### config.mk
export PLATFORM = sky130hd
export DESIGN_NAME = fetch_sequencer
export DESIGN_NICKNAME = d
export VERILOG_FILES = /design/src/rtl/fetch_sequencer.sv
export SDC_FILE = /design/constraint.sdc
export NUM_CORES = 1
export LEC_CHECK = 0
export CAP_MARGIN = 20
export CORE_MARGIN = 1.5
export CORE_UTILIZATION = 51
export DETAILED_ROUTE_END_ITERATION = 6
export PLACE_DENSITY = 0.9
export SYNTH_ARGS = -nofsm -noshare
export SYNTH_HDL_FRONTEND = slang
export SYNTH_SLANG_ARGS = --single-unit
### constraint.sdc
create_clock -name clk -period 3.3 [get_ports clk]
set_input_delay 0.825 -clock clk [delete_from_list [all_inputs] [get_ports clk]]
set_output_delay 0.825 -clock clk [all_outputs]
set_load 0.01 [all_outputs]
### src/rtl/fetch_sequencer.sv
// Instruction fetch sequencer: PC, combinational ROM addressing and a small {pc, instr} FIFO toward decode.
// Optional FETCH_STATS_EN adds push/stall counters as fetch_count_o / stall_count_o.
module fetch_sequencer #(
  parameter int DEPTH    = 4,
  parameter int ADDR_W   = 8,
  parameter int RESET_PC = 0
) (
  input  logic              clk,
  input  logic              rst,
  input  logic              start_i,
  input  logic              flush_i,
  input  logic [31:0]       flush_pc_i,
  output logic [ADDR_W-1:0] rom_addr_o,
  input  logic [31:0]       rom_data_i,
  output logic              out_valid_o,
  input  logic              out_ready_i,
  output logic [31:0]       out_instr_o,
  output logic [31:0]       out_pc_o,
`ifdef FETCH_STATS_EN
  output logic [31:0]       fetch_count_o,
  output logic [31:0]       stall_count_o,
`endif
  output logic              halted_o
);
  localparam int PTR_W = $clog2(DEPTH);

  typedef enum logic [1:0] {IDLE, FETCH, HALT} state_t;

  state_t            state;
  logic [ADDR_W-1:0] pc;
  logic [PTR_W-1:0]  wr_ptr, rd_ptr;
  logic [PTR_W:0]    count;
  logic [ADDR_W-1:0] pc_mem    [DEPTH];
  logic [31:0]       instr_mem [DEPTH];

  logic full, word_nz, pop, push, last_word;
  logic unused_flush_bits;

  assign full        = count == (PTR_W+1)'(DEPTH);
  assign word_nz     = |rom_data_i;
  assign out_valid_o = count != '0;
  assign pop         = out_valid_o && out_ready_i;
  assign push        = (state == FETCH) && !flush_i && word_nz && (!full || pop);
  assign last_word   = &pc;

  assign rom_addr_o  = pc;
  assign out_instr_o = instr_mem[rd_ptr];
  assign out_pc_o    = {{(30-ADDR_W){1'b0}}, pc_mem[rd_ptr], 2'b00};
  assign unused_flush_bits = ^{flush_pc_i[31:ADDR_W+2], flush_pc_i[1:0]};

  always_ff @(posedge clk or posedge rst) begin
    if (rst) begin
      state    <= IDLE;
      pc       <= ADDR_W'(RESET_PC);
      wr_ptr   <= '0;
      rd_ptr   <= '0;
      count    <= '0;
      halted_o <= 1'b0;
    end else if (flush_i) begin
      // Redirect wins over everything; a head taken this cycle is squashed downstream anyway.
      state    <= FETCH;
      pc       <= flush_pc_i[ADDR_W+1:2];
      wr_ptr   <= '0;
      rd_ptr   <= '0;
      count    <= '0;
      halted_o <= 1'b0;
    end else begin
      case (state)
        IDLE:  if (start_i) state <= FETCH;
        FETCH: if (!word_nz || (push && last_word)) begin
                 state    <= HALT;
                 halted_o <= 1'b1;
               end
        default: ;
      endcase
      if (push) begin
        wr_ptr <= wr_ptr + 1'b1;
        pc     <= pc + 1'b1;  // wraps to 0 after the last ROM word
      end
      if (pop) rd_ptr <= rd_ptr + 1'b1;
      count <= count + (PTR_W+1)'(push) - (PTR_W+1)'(pop);
    end
  end

  always_ff @(posedge clk) begin
    if (push) begin
      pc_mem[wr_ptr]    <= pc;
      instr_mem[wr_ptr] <= rom_data_i;
    end
  end

`ifdef FETCH_STATS_EN
  always_ff @(posedge clk or posedge rst) begin
    if (rst) begin
      fetch_count_o <= '0;
      stall_count_o <= '0;
    end else begin
      if (push) fetch_count_o <= fetch_count_o + 1'b1;
      if (state == FETCH && full && !pop && word_nz) stall_count_o <= stall_count_o + 1'b1;
    end
  end
`endif
endmodule
== Word-level counts from Yosys, hierarchy flattened ==
Memories as Yosys holds them, arrays and structs flattened.
Index checks and enable logic that the tools add are counted.
Storage, ports and cells
  register bits after elaboration: 18
  latch bits: 0
  memory bits (writable): 160
  memory bits (read-only): 0
  bits of input ports: 69
  output and inout bits: 74
  memories kept: 2
Memories
  instr_mem: words 4, bits a word 32, read ports 1, clocked after Yosys merged registers in 0, wr ports 1, line 34  | logic [31:0] instr_mem [DEPTH];
  pc_mem: words 4, bits a word 8, read ports 1, clocked after Yosys merged registers in 0, wr ports 1, line 33  | logic [ADDR_W-1:0] pc_mem [DEPTH];
Operators by class
  add/sub/neg operators: 5
  multiply operators: 0
  divide/modulo/power cells: 0
  order comparisons: 0
  equality and inequality tests: 4
  shift operators: 0
  multiplexer cells: 16
  bitwise logic cells: 0
  reduce and logical (&&, ||, !) cells: 21
Operator list (count)
  OR reduction 32 bit: 1
  2-to-1 mux 8 bit: 2
  2-to-1 mux 2 bit: 7
  adder 8 x 1 -> 8 bit, second input constant: 1
  AND reduction 8 bit: 1
  nonzero test 2 bit: 4
  nonzero test 3 bit: 2
  logical AND 1 bit: 5
  2-to-1 mux 1 bit: 5
  adder 2 x 1 -> 2 bit, second input constant: 2
  case mux 2 bit (2 select lines): 1
  adder 3 x 1 -> 3 bit: 1
  equality test 3 bit, second input constant: 1
  zero test 1 bit: 3
  2-to-1 mux 3 bit: 1
  != test 3 x 2 -> 1 bit, second input constant: 1
  != test 3 bit, second input constant: 1
  AND reduction 3 bit: 1
  subtractor 3 x 1 -> 3 bit: 1
  equality test 2 x 1 -> 1 bit, second input constant: 1
  zero test 2 bit: 1
  logical OR 1 bit: 2
  AND reduction 2 bit: 1

== Longest topological paths before layout ==
  word-level depth: 9
  depth in mapped cells: 10
  mapped depth without buffers: 10

== Worst setup path after synthesis ==
Ideal clock, no wire load.
  path type: in2reg
  start point: input port out_ready_i
  end point: memory instr_mem[0][0], enable pin
  data arrival time: 2.335 ns
  slack: 0.564 ns
  stages: 4
  buffers on the path: 0
  path through: nor4b_2 nor3_2 nor2b_1 and2_1
On the way
  word-level cells in the longest chain between the ends: 5
RTL lines
  start: declaration: line 16  | input logic out_ready_i,
  logical AND 1 bit: line 42  | assign pop = out_valid_o && out_ready_i;
  logical OR 1 bit: line 43  | assign push = (state == FETCH) && !flush_i && word_nz && (!full || pop);
  logical AND 1 bit: line 43
  2-to-1 mux 1 bit: line 86  | if (push) begin
  2-to-1 mux 1 bit (implied by the code): line 88  | instr_mem[wr_ptr] <= rom_data_i;
  end: declaration: line 34
No other way between the ends.

== Worst setup path in the final report ==
  start point: register rd_ptr[0]
  end point: output port out_pc_o[2]
On the way
  word-level cells in the longest chain between the ends: 1
RTL lines
  start: declaration: line 31  | logic [PTR_W-1:0] wr_ptr, rd_ptr;
  start signal: assignment: line 80  | if (pop) rd_ptr <= rd_ptr + 1'b1;
  memory read (4 x 8 bit)
  end: declaration: line 18  | output logic [31:0] out_pc_o,
No other way between the ends.

==> run_results.csv <==
group,metric,value,unit
synth,synthTopCellsByArea,"edfxtp_1 68%, mux4_2 13%, dfrtp_1 6.3%",
setup_path,crit_arrival,2.18,ns
global_route,grt_usage,20.14,%
timing,maxSlewHeadroom,52.77,%
setup_path,r2r_end,"count[1]",
cells_and_area,nets,550,
setup_path,crit_buf_inv,2,
cells_and_area,final_layout_size_suffix_gt1_share,23.66,%
power_and_ir_drop,comb_power_share,28.4,%
power_and_ir_drop,ir_worst_vdd,477.2,uV
route,viasPerCell,5.597,
global_route,antenna_found_initial,0,
synth,synth_area,7114,sq um
place,globalplace.congestion,0.8114,
place,portBuffers,94,
floorplan,die_w,121.1,um
route,wl_per_cell,21.08,um
floorplan,rows,42,
timing,worstMarginPinSlew,0.7077,ns
synth,yosys_warnings,0,
setup_path,crit_type,"reg -> out",
power_and_ir_drop,power.leakage,2.970,nW
worst_hold_path,hp-class,"reg -> reg",
outcome,status,"complete, no violations",
floorplan,dieHeight,121.1,um
timing,fmax,0.3328,GHz
synth,syn_inst,351,
clocking,cts_buffers,17,
synth,ys_dominant_reg_cell,"edfxtp_1",
synth,syn_area_per_cell,20.27,sq um
cells_and_area,area_growth_syn_to_layout,25.43,%
synth,synthArstFlopShare,10.11,%
job,cap_violations,0,
route,drc_errors,0,
setup_path,critPathMaxFanout,14,
floorplan,io_pins,143,
setup_path,path_cells,"buf_4, mux4_2, clkdlybuf4s50_1",
timing,tns,0,ns
global_route,grt.overflow.total,0,
clocking,clkTransAtPathRegs,0.06,ns
cells_and_area,num_antenna_cells,0,
route,drtAntennaViolNets,0,
power_and_ir_drop,seq_power_share,44.3,%
power_and_ir_drop,power.switching,1.829,mW
setup_path,reg2regPathDepth,8,
setup_path,rrSetupSlack,1.13,ns
setup_path,r2r-start,"count[1]",
synth,synth_top_cell_by_area,"edfxtp_1",
clocking,h-tree-depth,4,
timing,finalSetupViolCount,0,
timing,period_minus_slack,3.004,ns
power_and_ir_drop,p_sw_share,27.03,%
place,dp_hpwl,8.402,mm
global_route,grt_max_degree,35,
synth,netlist-cell-type-count,41,
clocking,clk_latency,0.41,ns
timing,hold_slack,0.5312,ns
route,dr_total_vias,3705,
synth,synth-edff-count,160,
synth,synth_seq_cells,178,
floorplan,coreArea,13450,sq um
setup_path,cp-startpoint,"rd_ptr[0]",
cells_and_area,final_util,66.33,%
setup_path,critPathMaxStageDelay,0.58,ns
setup_path,worstPathRequired,2.47,ns
cells_and_area,fill_cells,861,
power_and_ir_drop,clkPwrFrac,27.3,%
clocking,cts_root_buf,"clkbuf_16",
global_route,grt_pass1_vias,3793,
route,routed_wl,13.95,mm
route,firstDrtPassIters,4,
timing,finalCritPeriodShare,91.05,%
floorplan,initial_core_util,52.88,%
global_route,grt_first_pass_wirelength,21.39,mm
route,drtIter0Drc,387,
setup_path,path_depth,3,
setup_path,crit_family,"buffers and inverters",
timing,rsz0062_at_grt,"false",
synth,yosysTopAreaCellShare,67.53,%
setup_path,cpMaxStageDelayCell,"mux4_2",
timing,slew_violations,0,
setup_path,critPathCaptureType,"output pin",
timing,final_hold_viol_count,0,
clocking,cts_hold_buf,0,
synth,ys_seq_area_share,73.87,%
clocking,post_cts_resized,0,
clocking,tritoncts,"built",
clocking,clock-sinks,178,
timing,fin_skew,0.006163,ns
setup_path,critPathLaunchType,"register",
clocking,cts_setup_buffers,0,
power_and_ir_drop,powerDensity,758.2,nW/um^2
setup_path,critPathCapture,"out_pc_o[2]",
floorplan,fp.dieArea,14670,sq um
power_and_ir_drop,p_int,4.936,mW
clocking,cts_buffer_depth,2,
-- flip-flops by register name (all words and copies together), names as in the netlist --
signal / flops
state: 2
instr_mem: 128
wr_ptr: 2
rom_addr_o: 8
halted_o: 1
pc_mem: 32
rd_ptr: 2
count: 3
-- cell families (layout without fill, tap and decap cells) --
family | count (synthesis) | in the layout | synth area share [%]
buffers and inverters | 45 | 157 | 3.834
xor gates and xnor gates | 4 | 4 | 0.4925
adders and majority gates | 7 | 7 | 1.337
and+or+nand+nor | 52 | 52 | 5.118
DFF | 178 | 178 | 73.87
AOI/OAI and AO/OA | 24 | 24 | 2.638
muxes | 40 | 40 | 12.66
other | 1 | 24 | 0.05271
-- cells in the mapped netlist (3+ instances only) --
cell type / number
and2_1: 5
buf_1: 4
buf_2: 5
buf_4: 24
clkbuf_1: 3
dfrtp_1: 18
edfxtp_1: 160
ha_1: 6
inv_1: 7
mux4_2: 40
nand2_1: 11
nand3_1: 5
nor2_1: 7
nor2b_1: 3
nor4_2: 7
o21ai_0: 4
o311ai_0: 12
-- per-stage QoR --
step	setup WS [ns]	instance area (sq um)	power, mW	instances
2_1_floorplan	0.5637	7201	4.049	374
3_3_place_gp	0.03691	8382	4.907	631
3_5_place_dp	0.01356	8382	4.973	631
4_1_cts	0.2671	8924	6.828	662
5_1_grt	0.2044	8924	7.036	662
6_report	0.2955	8924	6.765	662
-- worst reg2reg max path, stage by stage, from the launching register on --
cell,delay (ns)
dfrtp_1,0.44
or3_1,0.39
and2_1,0.22
o31a_1,0.13
o21bai_1,0.17
ha_1,0.18
inv_1,0.06
fa_1,0.41
nor2_1,0.10
-- layer usage --
layer	part of all wire [%]	routed length, um	global-route usage, %	up-vias
li1	-	-	-	1617
met1	40	5514	24.57	1923
met2	53	7411	35.23	144
met3	5.7	792	4.934	21
met4	1.7	234	6.912	0
met5	0	0	0	-
-- power groups by stage --
stage | registers [mW] | logic (mW) | clock network (mW)
3_3_place_gp | 3.00 | 1.90 | 0
3_5_place_dp | 3.04 | 1.94 | 0
5_1_grt | 3.03 | 2.05 | 1.96
2_1_floorplan | 2.99 | 1.06 | 0
6_report | 3.00 | 1.92 | 1.85
4_1_cts | 3.00 | 1.96 | 1.87
-- how the worst min path moves through the flow --
stage,from,endpoint,slack [ns],cells after the start
2_1_floorplan,state[0],state[0],0.48,1
3_3_place_gp,state[0],state[0],0.49,1
3_5_place_dp,state[0],state[0],0.51,1
4_1_cts,state[0],state[0],0.53,1
5_1_grt,state[0],state[0],0.55,1
6_report,state[0],state[0],0.53,1
-- area by class of cell --
class / instances / area (sq um) / share of cell area [%]
clock inverters: 13 / 112.6 / 1.262
inverters: 8 / 30.03 / 0.3365
repair buffers: 118 / 1196 / 13.40
flip-flops and latches: 178 / 5258 / 58.92
clock buffers: 18 / 429.2 / 4.809
well taps: 176 / 220.2 / 2.468
multi-input cells: 151 / 1678 / 18.80
-- layout by cell type, fill, tap and decap left out, types with 2 or more instances in the layout --
cell type and count:
xor2_1 2, xnor2_1 2, edfxtp_1 160, clkdlybuf4s50_1 94, mux4_2 40, inv_6 3, clkinv_1 3, or2_2 2
o311ai_0 12, inv_1 7, conb_1 24, and2_2 4, ha_1 6, clkinvlp_4 4, buf_12 6, nand2_1 11
o31a_1 2, o211ai_1 2, dfrtp_2 2, buf_4 18, dfrtp_1 16, nor2b_1 3, clkinv_2 2, o21ai_0 4
nand4_2 2, nor2_1 7, clkbuf_16 17, nor4_2 7, nand3_1 5
Note: power is estimated with default switching activity, not from simulation.
